<file path="src/rtl/prominence_stream_tx.sv">
`default_nettype none
// ============================================================================
// Module      : prominence_stream_tx
// Description : Reads peak records (prominence, value, index) out of a
//               field-major buffer and emits them as one AXI-Stream frame of
//               3*count beats, with tuser on the first and tlast on the last.
// Revision    : 1.0 - initial release
// ============================================================================
module prominence_stream_tx #(
    parameter int DW = 16
) (
    input  logic          clk,
    input  logic          reset,
    input  logic          ce,
    input  logic          start,
    input  logic          abort,
    input  logic [7:0]    count,
    output logic [9:0]    buf_addr,
    output logic          buf_rd,
    input  logic [DW-1:0] buf_rdata,
    output logic [DW-1:0] tdata_m,
    output logic          tuser_m,
    output logic          tlast_m,
    output logic          tvalid_m,
    input  logic          tready_m,
    output logic          busy,
    output logic          done
);

    typedef enum logic [2:0] {
        S_IDLE  = 3'd0,
        S_FETCH = 3'd1,
        S_LOAD  = 3'd2,
        S_SEND  = 3'd3,
        S_DONE  = 3'd4
    } state_t;

    state_t        state_q, state_d;
    logic [7:0]    r_q, r_d;          // record index within the frame
    logic [1:0]    f_q, f_d;          // field index within the record
    logic [7:0]    cnt_q, cnt_d;      // record count latched at start
    logic [DW-1:0] tdata_q, tdata_d;
    logic          tuser_q, tuser_d;
    logic          tlast_q, tlast_d;
    logic          tvalid_q, tvalid_d;
    logic          busy_q, busy_d;
    logic          done_q, done_d;
    logic          buf_rd_q, buf_rd_d;
    logic [9:0]    buf_addr_q, buf_addr_d;
    logic [DW-1:0] idx_ext;           // peak index field, zero-extended

    // Next-state and next-output computation; every output is the registered
    // image of the state being entered, so nothing downstream sees a comb path.
    always_comb begin
        state_d    = state_q;
        r_d        = r_q;
        f_d        = f_q;
        cnt_d      = cnt_q;
        tdata_d    = tdata_q;
        tuser_d    = tuser_q;
        tlast_d    = tlast_q;
        tvalid_d   = 1'b0;
        busy_d     = 1'b1;
        done_d     = 1'b0;
        buf_rd_d   = 1'b0;
        buf_addr_d = '0;
        idx_ext    = '0;
        idx_ext[9:0] = buf_rdata[9:0];

        case (state_q)
            S_IDLE: begin
                busy_d = 1'b0;
                if (start) begin
                    busy_d = 1'b1;
                    if (count != 8'd0) begin
                        cnt_d      = count;
                        r_d        = 8'd0;
                        f_d        = 2'd0;
                        buf_rd_d   = 1'b1;
                        buf_addr_d = 10'd0;
                        state_d    = S_FETCH;
                    end else begin
                        done_d  = 1'b1;
                        state_d = S_DONE;
                    end
                end
            end
            S_FETCH: begin
                state_d = S_LOAD;
            end
            S_LOAD: begin
                tdata_d  = (f_q == 2'd2) ? idx_ext : buf_rdata;
                tuser_d  = (r_q == 8'd0) && (f_q == 2'd0);
                tlast_d  = (r_q == (cnt_q - 8'd1)) && (f_q == 2'd2);
                tvalid_d = 1'b1;
                state_d  = S_SEND;
            end
            S_SEND: begin
                tvalid_d = 1'b1;
                if (tready_m) begin
                    tvalid_d = 1'b0;
                    if (tlast_q) begin
                        done_d  = 1'b1;
                        state_d = S_DONE;
                    end else begin
                        if (f_q == 2'd2) begin
                            f_d = 2'd0;
                            r_d = r_q + 8'd1;
                        end else begin
                            f_d = f_q + 2'd1;
                        end
                        buf_rd_d   = 1'b1;
                        buf_addr_d = {f_d, r_d};
                        state_d    = S_FETCH;
                    end
                end
            end
            S_DONE: begin
                busy_d  = 1'b0;
                state_d = S_IDLE;
            end
            default: begin
                busy_d  = 1'b0;
                state_d = S_IDLE;
            end
        endcase

        // Abort wins over any handshake; the frame is cut and the sink
        // resynchronises on the next tuser.
        if (abort && (state_q != S_IDLE)) begin
            state_d    = S_IDLE;
            tvalid_d   = 1'b0;
            busy_d     = 1'b0;
            done_d     = 1'b0;
            buf_rd_d   = 1'b0;
            buf_addr_d = '0;
        end
    end

    // State and output registers; reset wins over ce, ce=0 freezes everything.
    always_ff @(posedge clk) begin
        if (reset) begin
            state_q    <= S_IDLE;
            r_q        <= '0;
            f_q        <= '0;
            cnt_q      <= '0;
            tdata_q    <= '0;
            tuser_q    <= 1'b0;
            tlast_q    <= 1'b0;
            tvalid_q   <= 1'b0;
            busy_q     <= 1'b0;
            done_q     <= 1'b0;
            buf_rd_q   <= 1'b0;
            buf_addr_q <= '0;
        end else if (ce) begin
            state_q    <= state_d;
            r_q        <= r_d;
            f_q        <= f_d;
            cnt_q      <= cnt_d;
            tdata_q    <= tdata_d;
            tuser_q    <= tuser_d;
            tlast_q    <= tlast_d;
            tvalid_q   <= tvalid_d;
            busy_q     <= busy_d;
            done_q     <= done_d;
            buf_rd_q   <= buf_rd_d;
            buf_addr_q <= buf_addr_d;
        end
    end

    assign tdata_m  = tdata_q;
    assign tuser_m  = tuser_q;
    assign tlast_m  = tlast_q;
    assign tvalid_m = tvalid_q;
    assign busy     = busy_q;
    assign done     = done_q;
    assign buf_rd   = buf_rd_q;
    assign buf_addr = buf_addr_q;

endmodule
`default_nettype wire

</file>
<file path="config.mk">
export PLATFORM = sky130hd
export DESIGN_NAME = prominence_stream_tx
export DESIGN_NICKNAME = d
export VERILOG_FILES = /design/src/rtl/prominence_stream_tx.sv
export SDC_FILE = /design/constraint.sdc
export NUM_CORES = 1
export LEC_CHECK = 0
export CELL_PAD_IN_SITES_DETAIL_PLACEMENT = 1
export CELL_PAD_IN_SITES_GLOBAL_PLACEMENT = 2
export CORE_MARGIN = 5
export CORE_UTILIZATION = 31
export DETAILED_ROUTE_END_ITERATION = 16
export GPL_TIMING_DRIVEN = 0
export PLACE_DENSITY_LB_ADDON = 0.1
export SETUP_SLACK_MARGIN = 0.5
export SLEW_MARGIN = 20
export SYNTH_ARGS = -nofsm -noshare
export SYNTH_HDL_FRONTEND = slang
export SYNTH_SLANG_ARGS = --single-unit
export TNS_END_PERCENT = 10
</file>
<file path="constraint.sdc">
create_clock -name clk -period 3.2 [get_ports clk]
set_clock_uncertainty 0.1 [all_clocks]
set_input_delay 0.48 -clock clk [delete_from_list [all_inputs] [get_ports clk]]
set_output_delay 0.48 -clock clk [all_outputs]
set_load 0.02 [all_outputs]
</file>
==> results of run 1 <==
==> flip-flops by register name (all words and copies together), names as in the netlist <==
| name | cells |
|---|---|
| tlast_m | 1 |
| done | 1 |
| buf_rd | 1 |
| tvalid_m | 1 |
| tdata_m | 16 |
| f_q | 2 |
| buf_addr | 10 |
| state_q | 3 |
| r_q | 8 |
| cnt_q | 8 |
| tuser_m | 1 |
| busy | 1 |
==> metrics by stage <==
step,worst slack [ns],hold WS (ns),cell area [um2],cells,utilization (%)
2_1_floorplan,1.15,0.369,2570,310,-
3_3_place_gp,0.537,0.339,3300,475,40.6
3_5_place_dp,0.487,0.344,3300,475,40.6
4_1_cts,0.809,0.360,3430,483,42.2
5_1_grt,0.649,0.382,3430,483,42.2
6_report,0.855,0.355,3430,483,42.2
==> cells in the mapped netlist (all sizes together) <==
master | n | area, um2
o221ai | 2 | 23.8
nor3b | 1 | 12.5
nand4 | 4 | 25.0
dfxtp | 53 | 1060
nand2b | 11 | 76.3
a41oi | 1 | 8.76
nor3 | 6 | 30.0
nor2b | 11 | 68.8
nand3b | 5 | 37.5
a22oi | 1 | 7.51
or4 | 4 | 30.0
a31oi | 1 | 6.26
a311o | 1 | 10.0
a221oi | 1 | 8.76
a21oi | 41 | 205
buf | 6 | 27.5
nand2 | 39 | 146
nor4 | 5 | 31.3
nor2 | 27 | 101
nand3 | 16 | 85.1
or3b | 2 | 17.5
inv | 7 | 26.3
mux2i | 9 | 90.1
nor4b | 3 | 41.3
xor2 | 4 | 35.0
a211o | 1 | 8.76
and3 | 1 | 6.26
o31ai | 3 | 22.5
a211oi | 2 | 15.0
o221a | 1 | 11.3
a21o | 1 | 7.51
ha | 3 | 37.5
or2 | 1 | 6.26
o21ai | 4 | 20.0
mux2 | 1 | 11.3
xnor2 | 15 | 131
o21ba | 1 | 10.0
clkbuf | 13 | 48.8
or3 | 2 | 17.5
==> cells in the final DEF (no fill, tap or decap), types with 2 or more instances in the layout <==
cell type / Yosys / final
clkbuf_1: 13 / 13
clkbuf_8: 0 / 5
xnor2_1: 15 / 15
nand4_1: 4 / 4
nor4b_1: 2 / 2
buf_2: 4 / 4
nor2_1: 27 / 27
nand2_1: 39 / 39
inv_1: 7 / 7
nand3b_1: 5 / 5
mux2i_1: 9 / 9
nor4_1: 5 / 5
nor2b_1: 11 / 11
bufinv_16: 0 / 2
or4_1: 4 / 4
o21ai_0: 4 / 4
nand2b_1: 10 / 10
a21oi_1: 41 / 41
nor3_1: 6 / 6
a211oi_1: 2 / 2
xor2_1: 4 / 4
or3b_1: 2 / 2
clkdlybuf4s50_1: 0 / 60
ha_1: 3 / 3
dfxtp_1: 53 / 53
buf_1: 2 / 2
o31ai_1: 3 / 3
nand3_1: 15 / 15
==> worst max-delay path, delay by kind of cell <==
kind | cells | cell delay, ns
buffers and inverters | 2 | 0.89
AND/OR/NAND/NOR | 4 | 0.87
AO/OA/AOI/OAI | 1 | 0.23
==> logic make-up (layout without fill, tap and decap cells) <==
family	Yosys count	count (layout)	share of synthesized area (%)
simple gates	138	138	28.6
compound gates	61	61	14.2
flops	53	53	41.3
buf+inv	26	94	4.00
xor+xnor	19	19	6.48
mux	10	10	3.95
fa+ha+maj	3	3	1.46
==> layer usage <==
metal | up-vias | track usage, % | wire length [um]
met2 | 45 | 26.5 | 3590
met3 | 7 | 2.35 | 273
met1 | 1154 | 20.0 | 3570
met5 | - | 0 | 0
met4 | 0 | 3.78 | 89
li1 | 1207 | - | -
==> how the worst min path moves through the flow <==
stage / startpoint / to / slack (ns) / cells past startpoint
floorplan: r_q[5] / r_q[5] / 0.37 / 2
global placement: tdata_m[14] / tdata_m[14] / 0.34 / 2
detailed placement: tdata_m[14] / tdata_m[14] / 0.34 / 2
CTS: tdata_m[14] / tdata_m[14] / 0.36 / 2
global route: tdata_m[14] / tdata_m[14] / 0.38 / 2
finish: tdata_m[11] / tdata_m[11] / 0.35 / 2
==> power by group through the flow <==
stage | logic [mW] | registers [mW] | clock network (mW)
after global routing | 0.193 | 0.683 | 0.574
after floorplan | 0.0952 | 0.700 | 0
final | 0.176 | 0.681 | 0.533
after detailed placement | 0.178 | 0.697 | 0
after global placement | 0.176 | 0.696 | 0
after CTS | 0.179 | 0.681 | 0.558
==> layout make-up <==
class / count / area (um2) / share of cell area (%)
Buffer: 19 / 76.3 / 2.22
Inverter: 7 / 26.3 / 0.765
Sequential cell: 53 / 1060 / 30.9
Clock buffer: 5 / 68.8 / 2.00
Tap cell: 105 / 131 / 3.83
Timing Repair Buffer: 60 / 601 / 17.5
Clock inverter: 3 / 65.1 / 1.90
Multi-Input combinational cell: 231 / 1400 / 40.9
==> results.toml, run 1 <==
[critical_path]
critical_path.cell_chain = "clkdlybuf4s50_1, nand2b_4, or3b_1, buf_2, nor4_1, nand4_1, o31ai_1"
crit_required_ns = 3.32
crit_type = "primary input to register"
timing.critical_path.from = "ce"
critical_path_data_arrival_time_ns = 2.47
critical_path.reg2reg.endpoint = "r_q[1]"
setup.worst_path.end = "tlast_m"
largest_stage_delay_on_the_critical_path_ns = 0.69
timing.reg2reg.setup_slack_ns = 1.14
worstRegToRegCells = 6
slowest_stage_cell_cp = "clkdlybuf4s50_1"
setup.worst_path.start_class = "primary input"
cp-end-kind = "register"
worst-path-max-fanout = 10
worstReg2RegStart = "state_q[1]"

[floorplanning]
floorplan.core_area_um2 = 8130
die_width_um = 101
core.rowCount = 33
floorplan.die.height_um = 101
start_util_pct = 31.6
count_of_boundary_i_o_pins = 62
die_area_um2 = 10200

[timing]
setup_viol_count_final = 0
finalCriticalPeriod_ns = 2.35
tns_ns = 0
final-hold-violation-count = 0
max-slew-margin-rel_pct = 57.3
clock.fmax_mhz = 426
timing_worst_slew_pin_value_ns = 0.638
timing.final.crit_share_pct = 73.3
setup_repair_after_global_routing_missed_its_margin = "no"
final-max-slew-violation-count = 0

[logic_synthesis]
avgSynthCellArea_um2 = 8.28
synth_cells = 310
synth.yosys.seq_area_share_pct = 41.3
yosys_warnings = 0
yosys_register_bits = 53
mappedNetlistNets = 343
library_cells_used_by_synthesis = 45
netlist_area_um2 = 2570

[place]
io_buffers = 60
dp.final_hpwl_um = 5640
globalplace.congestion = 0.860

[route]
drt-initial-drc-count = 34
drtAntennaViolNets = 0
routed_wl_um = 7520
drt-wirelength-per-cell_um = 15.6
via_density = 5.00
via_count = 2413
first_pass_iters = 4
drc = 0

[cts]
numClockSinks = 53
clock-root-buffer = "clkbuf_8"
cts_setup_buffers = 0
cts_hold_buffers = 0
cts_inserted_buffers = 5
cts_tree = "yes"
clk_transition_reported_paths_ns = 0.10
maximum_clock_insertion_buffer_count = 2
clk-insertion-delay-late_ns = 0.31
cts_max_level = 2
cts_repair_resize_count = 0

[job]
timing.max_cap.violations = 0

[layout]
area_growth_pct = 33.7
number_of_diodes_added_for_antenna_fixing = 0
final_net_count = 410
final_layout_size_suffix_gt1_share_pct = 5.82
fillCellCount = 986

[power]
powerDensity_nw_per_um2 = 405
power.share.clock_pct = 38.4
finalPower_mw = 1.39
swShare_pct = 23.1
p_int_mw = 1.07
p_sw_uw = 322
sequentialPowerShare_pct = 49.0
share_comb_of_total_power_pct = 12.7
p_leak_nw = 1.19
worst_supply_voltage_drop_on_vdd_v = 0.000227

[global_routing]
first_global_vias = 2494
globalRoute.totalOverflow = 0
initial_antenna_violation_count = 0
pin_count_of_the_biggest_net_entering_global_routing = 17
grt.total_usage_pct = 15.4
grt_pass1_wl_um = 12400

[min_path]
hp-class = "register to register"

[outcome]
run_status = "finished, final reports clean"
No activity file was read; power rests on OpenSTA's default activity.
==> run 2: changes to the inputs <==
--- a/config.mk
+++ b/config.mk
@@ -8,7 +8,7 @@
 export CELL_PAD_IN_SITES_DETAIL_PLACEMENT = 1
 export CELL_PAD_IN_SITES_GLOBAL_PLACEMENT = 2
 export CORE_MARGIN = 5
-export CORE_UTILIZATION = 31
+export CORE_UTILIZATION = 26
 export DETAILED_ROUTE_END_ITERATION = 16
 export GPL_TIMING_DRIVEN = 0
 export PLACE_DENSITY_LB_ADDON = 0.1
==> constraint.sdc (replaced) <==
create_clock -name clk -period 2.15 [get_ports clk]
set_clock_uncertainty 0.1 [all_clocks]
set_input_delay 0.3225 -clock clk [delete_from_list [all_inputs] [get_ports clk]]
set_output_delay 0.3225 -clock clk [all_outputs]
set_load 0.02 [all_outputs]
==> run 2 against run 1 <==
  * Final cell count rose by 9.9%
  * Sequential power up 48%
  * Worst setup slack worse by 0.61 ns
  * Sequential cell count did not move
  * Sequential share of layout area is 3.0 points lower
  * Die area grew 17%
  * Routed wire length grew 13%
  * Total power up 40%
  * Clock-buffer cell count unchanged
  * Largest cell class unchanged
==> results.toml, run 2 (synthesized netlist as in run 1, its figures left out) <==
[global_routing]
pin_count_of_the_biggest_net_entering_global_routing = 19
grt.total_usage_pct = 14.5
initial_antenna_violation_count = 0
globalRoute.totalOverflow = 0
grt_pass1_wl_um = 13500
first_global_vias = 2605

[route]
first_pass_iters = 4
drtAntennaViolNets = 0
drt-wirelength-per-cell_um = 16.0
via_density = 4.72
drt-initial-drc-count = 52
drc = 0
via_count = 2505
routed_wl_um = 8510

[critical_path]
setup.worst_path.start_class = "register"
worstReg2RegStart = "state_q[2]"
timing.reg2reg.setup_slack_ns = 0.25
largest_stage_delay_on_the_critical_path_ns = 0.39
critical_path_data_arrival_time_ns = 2.07
critical_path.reg2reg.endpoint = "r_q[1]"
critical_path.cell_chain = "buf_6, or3_4, o21ba_4, o221a_4, mux2i_1, nor2b_1"
worst-path-max-fanout = 6
cp-end-kind = "register"
crit_required_ns = 2.31
slowest_stage_cell_cp = "or3_4"
crit_type = "register to register"
worstRegToRegCells = 6

[layout]
final_cell_mix = "50 x clkdlybuf4s50_1, 45 x dfxtp_1, 37 x a21oi_1"
finish.instance_area_um2 = 3870
area_growth_pct = 50.8
final_net_count = 430
largest_reg_flops = 16
final_layout_size_suffix_gt1_share_pct = 21.1
area.sequential_um2 = 1080
number_of_diodes_added_for_antenna_fixing = 0
fillCellCount = 1134
area_of_combinational_cells_with_multiple_inputs_um2 = 1560
final_common_cell = "clkdlybuf4s50_1"

[min_path]
depth_of_the_worst_hold_timing_path = 3
hp-class = "primary input to register"
min_delay_worst_endpoint = "cnt_q[3]"
timing.hold.worst.start = "count[3]"

[cts]
clock-root-buffer = "clkbuf_8"
clk_transition_reported_paths_ns = 0.12
cts_inserted_buffers = 5
maximum_clock_insertion_buffer_count = 2
cts_max_level = 2
numClockSinks = 53
cts_tree = "yes"
clk-insertion-delay-late_ns = 0.33
cts_hold_buffers = 0

[timing]
finalCriticalPeriod_ns = 1.90
timing.final.crit_share_pct = 88.4
clock.fmax_mhz = 526
tns_ns = 0
timing_worst_slew_pin_value_ns = 0.690
final-max-slew-violation-count = 0
setup_repair_after_global_routing_missed_its_margin = "yes"
max-slew-margin-rel_pct = 53.9
setup_viol_count_final = 0
final-hold-violation-count = 0

[floorplanning]
floorplan.core_area_um2 = 9680
die_area_um2 = 12000
count_of_boundary_i_o_pins = 62
start_util_pct = 26.5
core.rowCount = 36
die_width_um = 109
floorplan.die.height_um = 109

[outcome]
run_status = "finished, final reports clean"

[job]
timing.max_cap.violations = 0

[power]
p_leak_nw = 1.41
worst_supply_voltage_drop_on_vdd_v = 0.000235
powerDensity_nw_per_um2 = 501

[place]
placedInstanceArea_um2 = 3360
globalplace.congestion = 0.762
dp.final_hpwl_um = 5860
io_buffers = 60
run 2: cell count changes in the layout (fill, tap and decap cells not counted), moves of 5 or more:
cell             delta
buf_4              +11
buf_6              +11
clkbuf_1            -6
clkdlybuf4s50_1    -10
dfxtp_1             -8
dfxtp_2             +5
dlygate4sd2_1       +6
nand2_1             -8
nand2_2             +8
run 2: stage by stage:
step                setup slack, ns  total power, mW  hold slack (ns)  utilization, %  std cells
floorplan                     0.334             1.19            0.359               -        310
global placement             -0.382             1.31            0.340            34.7        503
detailed placement           -0.399             1.31            0.346            34.7        503
CTS                           0.238             1.95            0.278            38.4        527
global route                  0.154             2.03            0.229            40.0        531
finish                        0.249             1.94            0.197            40.0        531
run 2: timing repair:
action	CTS	global route
pin swaps	15	10
endpoints found under the setup margin	82	82
setup buffers	14	4
cloned	2	0
resized for setup	44	45
run 2: where the power goes:
group | switching [mW] | internal, mW | leakage (nW)
registers | 0.0168 | 0.996 | 0.433
clock network | 0.380 | 0.237 | 0.0447
logic | 0.153 | 0.159 | 0.930
total | 0.550 | 1.39 | 1.41
run 2: critical path, delay by kind of cell (launching register included):
family,cells,cell delay (ns)
muxes,1,0.20
AOI/OAI and AO/OA,2,0.56
DFF,1,0.33
buffers and inverters,1,0.12
and+or+nand+nor,2,0.53
run 2: layer usage:
metal	global-route usage (%)	vias up	wire (um)	part of all wire, %
li1	-	1246	-	-
met1	18.5	1212	4060	48
met2	25.7	43	4090	48
met3	2.29	4	291	3.4
met4	3.21	0	75	0.88
met5	0	-	0	0
run 2: worst max-delay path by stage:
stage / start / end / slack [ns] / cells past startpoint
2_1_floorplan: count[7] / r_q[1] / 0.33 / 5
3_3_place_gp: ce / tdata_m[1] / -0.38 / 6
3_5_place_dp: ce / tdata_m[5] / -0.40 / 6
4_1_cts: r_q[0] / r_q[6] / 0.24 / 6
5_1_grt: cnt_q[2] / tlast_m / 0.15 / 5
6_report: state_q[2] / r_q[1] / 0.25 / 6
run 2: layout make-up:
type                       count  area share [%]
buffer                        19            3.62
multi-input combinational    231            40.3
tap                          133            4.30
clock buffer                   5            1.78
sequential                    53            27.9
clock inverter                 3           0.646
inverter                       7           0.679
timing repair buffer          80            20.8
==> run 3: changes to the inputs <==
--- a/config.mk
+++ b/config.mk
@@ -5,7 +5,8 @@
 export SDC_FILE = /design/constraint.sdc
 export NUM_CORES = 1
 export LEC_CHECK = 0
-export CELL_PAD_IN_SITES_DETAIL_PLACEMENT = 1
+export CAP_MARGIN = 15
+export CELL_PAD_IN_SITES_DETAIL_PLACEMENT = 0
 export CELL_PAD_IN_SITES_GLOBAL_PLACEMENT = 2
 export CORE_MARGIN = 5
 export CORE_UTILIZATION = 26
@@ -13,7 +14,6 @@
 export GPL_TIMING_DRIVEN = 0
 export PLACE_DENSITY_LB_ADDON = 0.1
 export SETUP_SLACK_MARGIN = 0.5
-export SLEW_MARGIN = 20
 export SYNTH_ARGS = -nofsm -noshare
 export SYNTH_HDL_FRONTEND = slang
 export SYNTH_SLANG_ARGS = --single-unit
==> run 3 against run 2 <==
  * Global-route usage fell by 0.85 points
  * Total power about the same
  * First-iteration DRC count is 5.8% higher
  * Design area shrank 3.5%
  * Core utilization shrank 1.4 points
  * Via count fell by 3.2%
  * Critical path depth did not move
  * Routed wire length decreased by 6.6%
  * Critical path type unchanged
  * Largest power group unchanged
  * Highest routed layer unchanged
==> results.toml, run 3 (synthesized netlist as in run 1, its figures left out) <==
[layout]
final_net_count = 427
fin_util_pct = 38.6
largest_reg_flops = 16
final_cell_mix = "51 x clkdlybuf4s50_1, 46 x dfxtp_1, 38 x a21oi_1"
number_of_diodes_added_for_antenna_fixing = 0
final_common_cell = "clkdlybuf4s50_1"
area_growth_pct = 45.6
final_layout_size_suffix_gt1_share_pct = 17.7

[timing]
finalHoldWorstSlack_ns = 0.165
tns_ns = 0
setup_viol_count_final = 0
final-hold-violation-count = 0
timing_worst_slew_pin_value_ns = 0.641
finalCriticalPeriod_ns = 1.89
timing.final.crit_share_pct = 87.8
final-max-slew-violation-count = 0
setup_repair_after_global_routing_missed_its_margin = "yes"
max-slew-margin-rel_pct = 57.3
clock.fmax_mhz = 530

[critical_path]
crit_type = "register to register"
critical_path_data_arrival_time_ns = 2.00
timing.reg2reg.setup_slack_ns = 0.26
worst-path-max-fanout = 6
crit_required_ns = 2.26
setup.worst_path.start_class = "register"
cp-end-kind = "register"

[floorplanning]
floorplan.core_area_um2 = 9680
floorplan.die.height_um = 109
die_area_um2 = 12000
core.rowCount = 36
die_width_um = 109
count_of_boundary_i_o_pins = 62
start_util_pct = 26.5

[global_routing]
globalRoute.totalOverflow = 0
initial_antenna_violation_count = 0
first_global_vias = 2425
grt.total_usage_pct = 13.6
grt_pass1_wl_um = 12700
pin_count_of_the_biggest_net_entering_global_routing = 17

[route]
via_density = 4.59
drc = 0
drt-wirelength-per-cell_um = 15.0
routed_wl_um = 7940
via_count = 2426
drt-initial-drc-count = 55
first_pass_iters = 4
drtAntennaViolNets = 0

[place]
globalplace.congestion = 0.762
io_buffers = 60
dp.final_hpwl_um = 5590

[cts]
numClockSinks = 53
cts_hold_buffers = 0
cts_tree = "yes"
cts_inserted_buffers = 5
cts_max_level = 2
maximum_clock_insertion_buffer_count = 2
clk-insertion-delay-late_ns = 0.31
clk_transition_reported_paths_ns = 0.11
clock-root-buffer = "clkbuf_8"

[job]
timing.max_cap.violations = 0

[power]
worst_supply_voltage_drop_on_vdd_v = 0.000240
powerDensity_nw_per_um2 = 519
p_leak_nw = 1.37

[min_path]
hp-class = "primary input to register"

[outcome]
run_status = "finished, final reports clean"
==> run 3: cell types whose count changed in the layout (fill, tap and decap cells not counted), sizes merged <==
cell	change
inv	-1
clkbuf	+5
buf	-5
clkinvlp	-1
clkinv	+1
dlymetal6s2s	-2
clkdlybuf4s50	+1
dlygate4sd2	-4
clkdlybuf4s15	+3
==> run 3: path summary, 6_finish.rpt <==
path / start / to / cells past startpoint
hold / removal: count[6] / cnt_q[6] / 3
setup / recovery: state_q[2] / r_q[4] / 6
hold reg to reg: tdata_m[7] / tdata_m[7] / 2
setup reg to reg: state_q[2] / r_q[4] / 6
==> run 3: per-layer routing <==
| layer | vias to the layer above | share of wire (%) | track usage, % |
|---|---|---|---|
| met2 | 37 | 48 | 23.4 |
| met1 | 1138 | 47 | 17.9 |
| met3 | 5 | 4.3 | 2.70 |
| met5 | - | 0 | 0 |
| li1 | 1246 | - | - |
| met4 | 0 | 0.72 | 2.67 |
==> run 3: cell type report <==
| class | count | area (um2) |
|---|---|---|
| inverters | 7 | 26.3 |
| clock inverters | 2 | 13.8 |
| plain buffers | 19 | 109 |
| fillers | 1045 | 5950 |
| well taps | 133 | 166 |
| multi-input cells | 231 | 1520 |
| clock buffers | 6 | 82.6 |
| flip-flops and latches | 53 | 1070 |
| repair buffers | 77 | 746 |
==> run 3: power by group <==
part	internal (mW)	switching, mW	leakage, nW
clock	0.263	0.357	0.0512
combinational	0.155	0.149	0.890
sequential	0.999	0.0176	0.432
total	1.42	0.524	1.37
==> run 3: repair_timing <==
action,CTS,global route
hold endpoints to repair,0,0
buffers inserted,8,9
setup endpoints to repair,82,78
pin swaps,10,11
resized for setup,29,27
==> run 3: critical path: stages (launching register included) <==
cell	delay (ns)
dfxtp_2	0.33
buf_6	0.11
or3_4	0.39
o21ba_4	0.30
o221a_4	0.28
a21oi_1	0.08
a21o_1	0.19
==> run 3: stage by stage <==
stage / setup WS (ns) / cells / area [um2] / power (mW)
3_3_place_gp: -0.382 / 503 / 3360 / 1.31
2_1_floorplan: 0.334 / 310 / 2600 / 1.19
6_report: 0.263 / 528 / 3740 / 1.94
4_1_cts: 0.242 / 519 / 3580 / 1.95
3_5_place_dp: -0.409 / 503 / 3360 / 1.31
5_1_grt: 0.132 / 528 / 3740 / 2.05
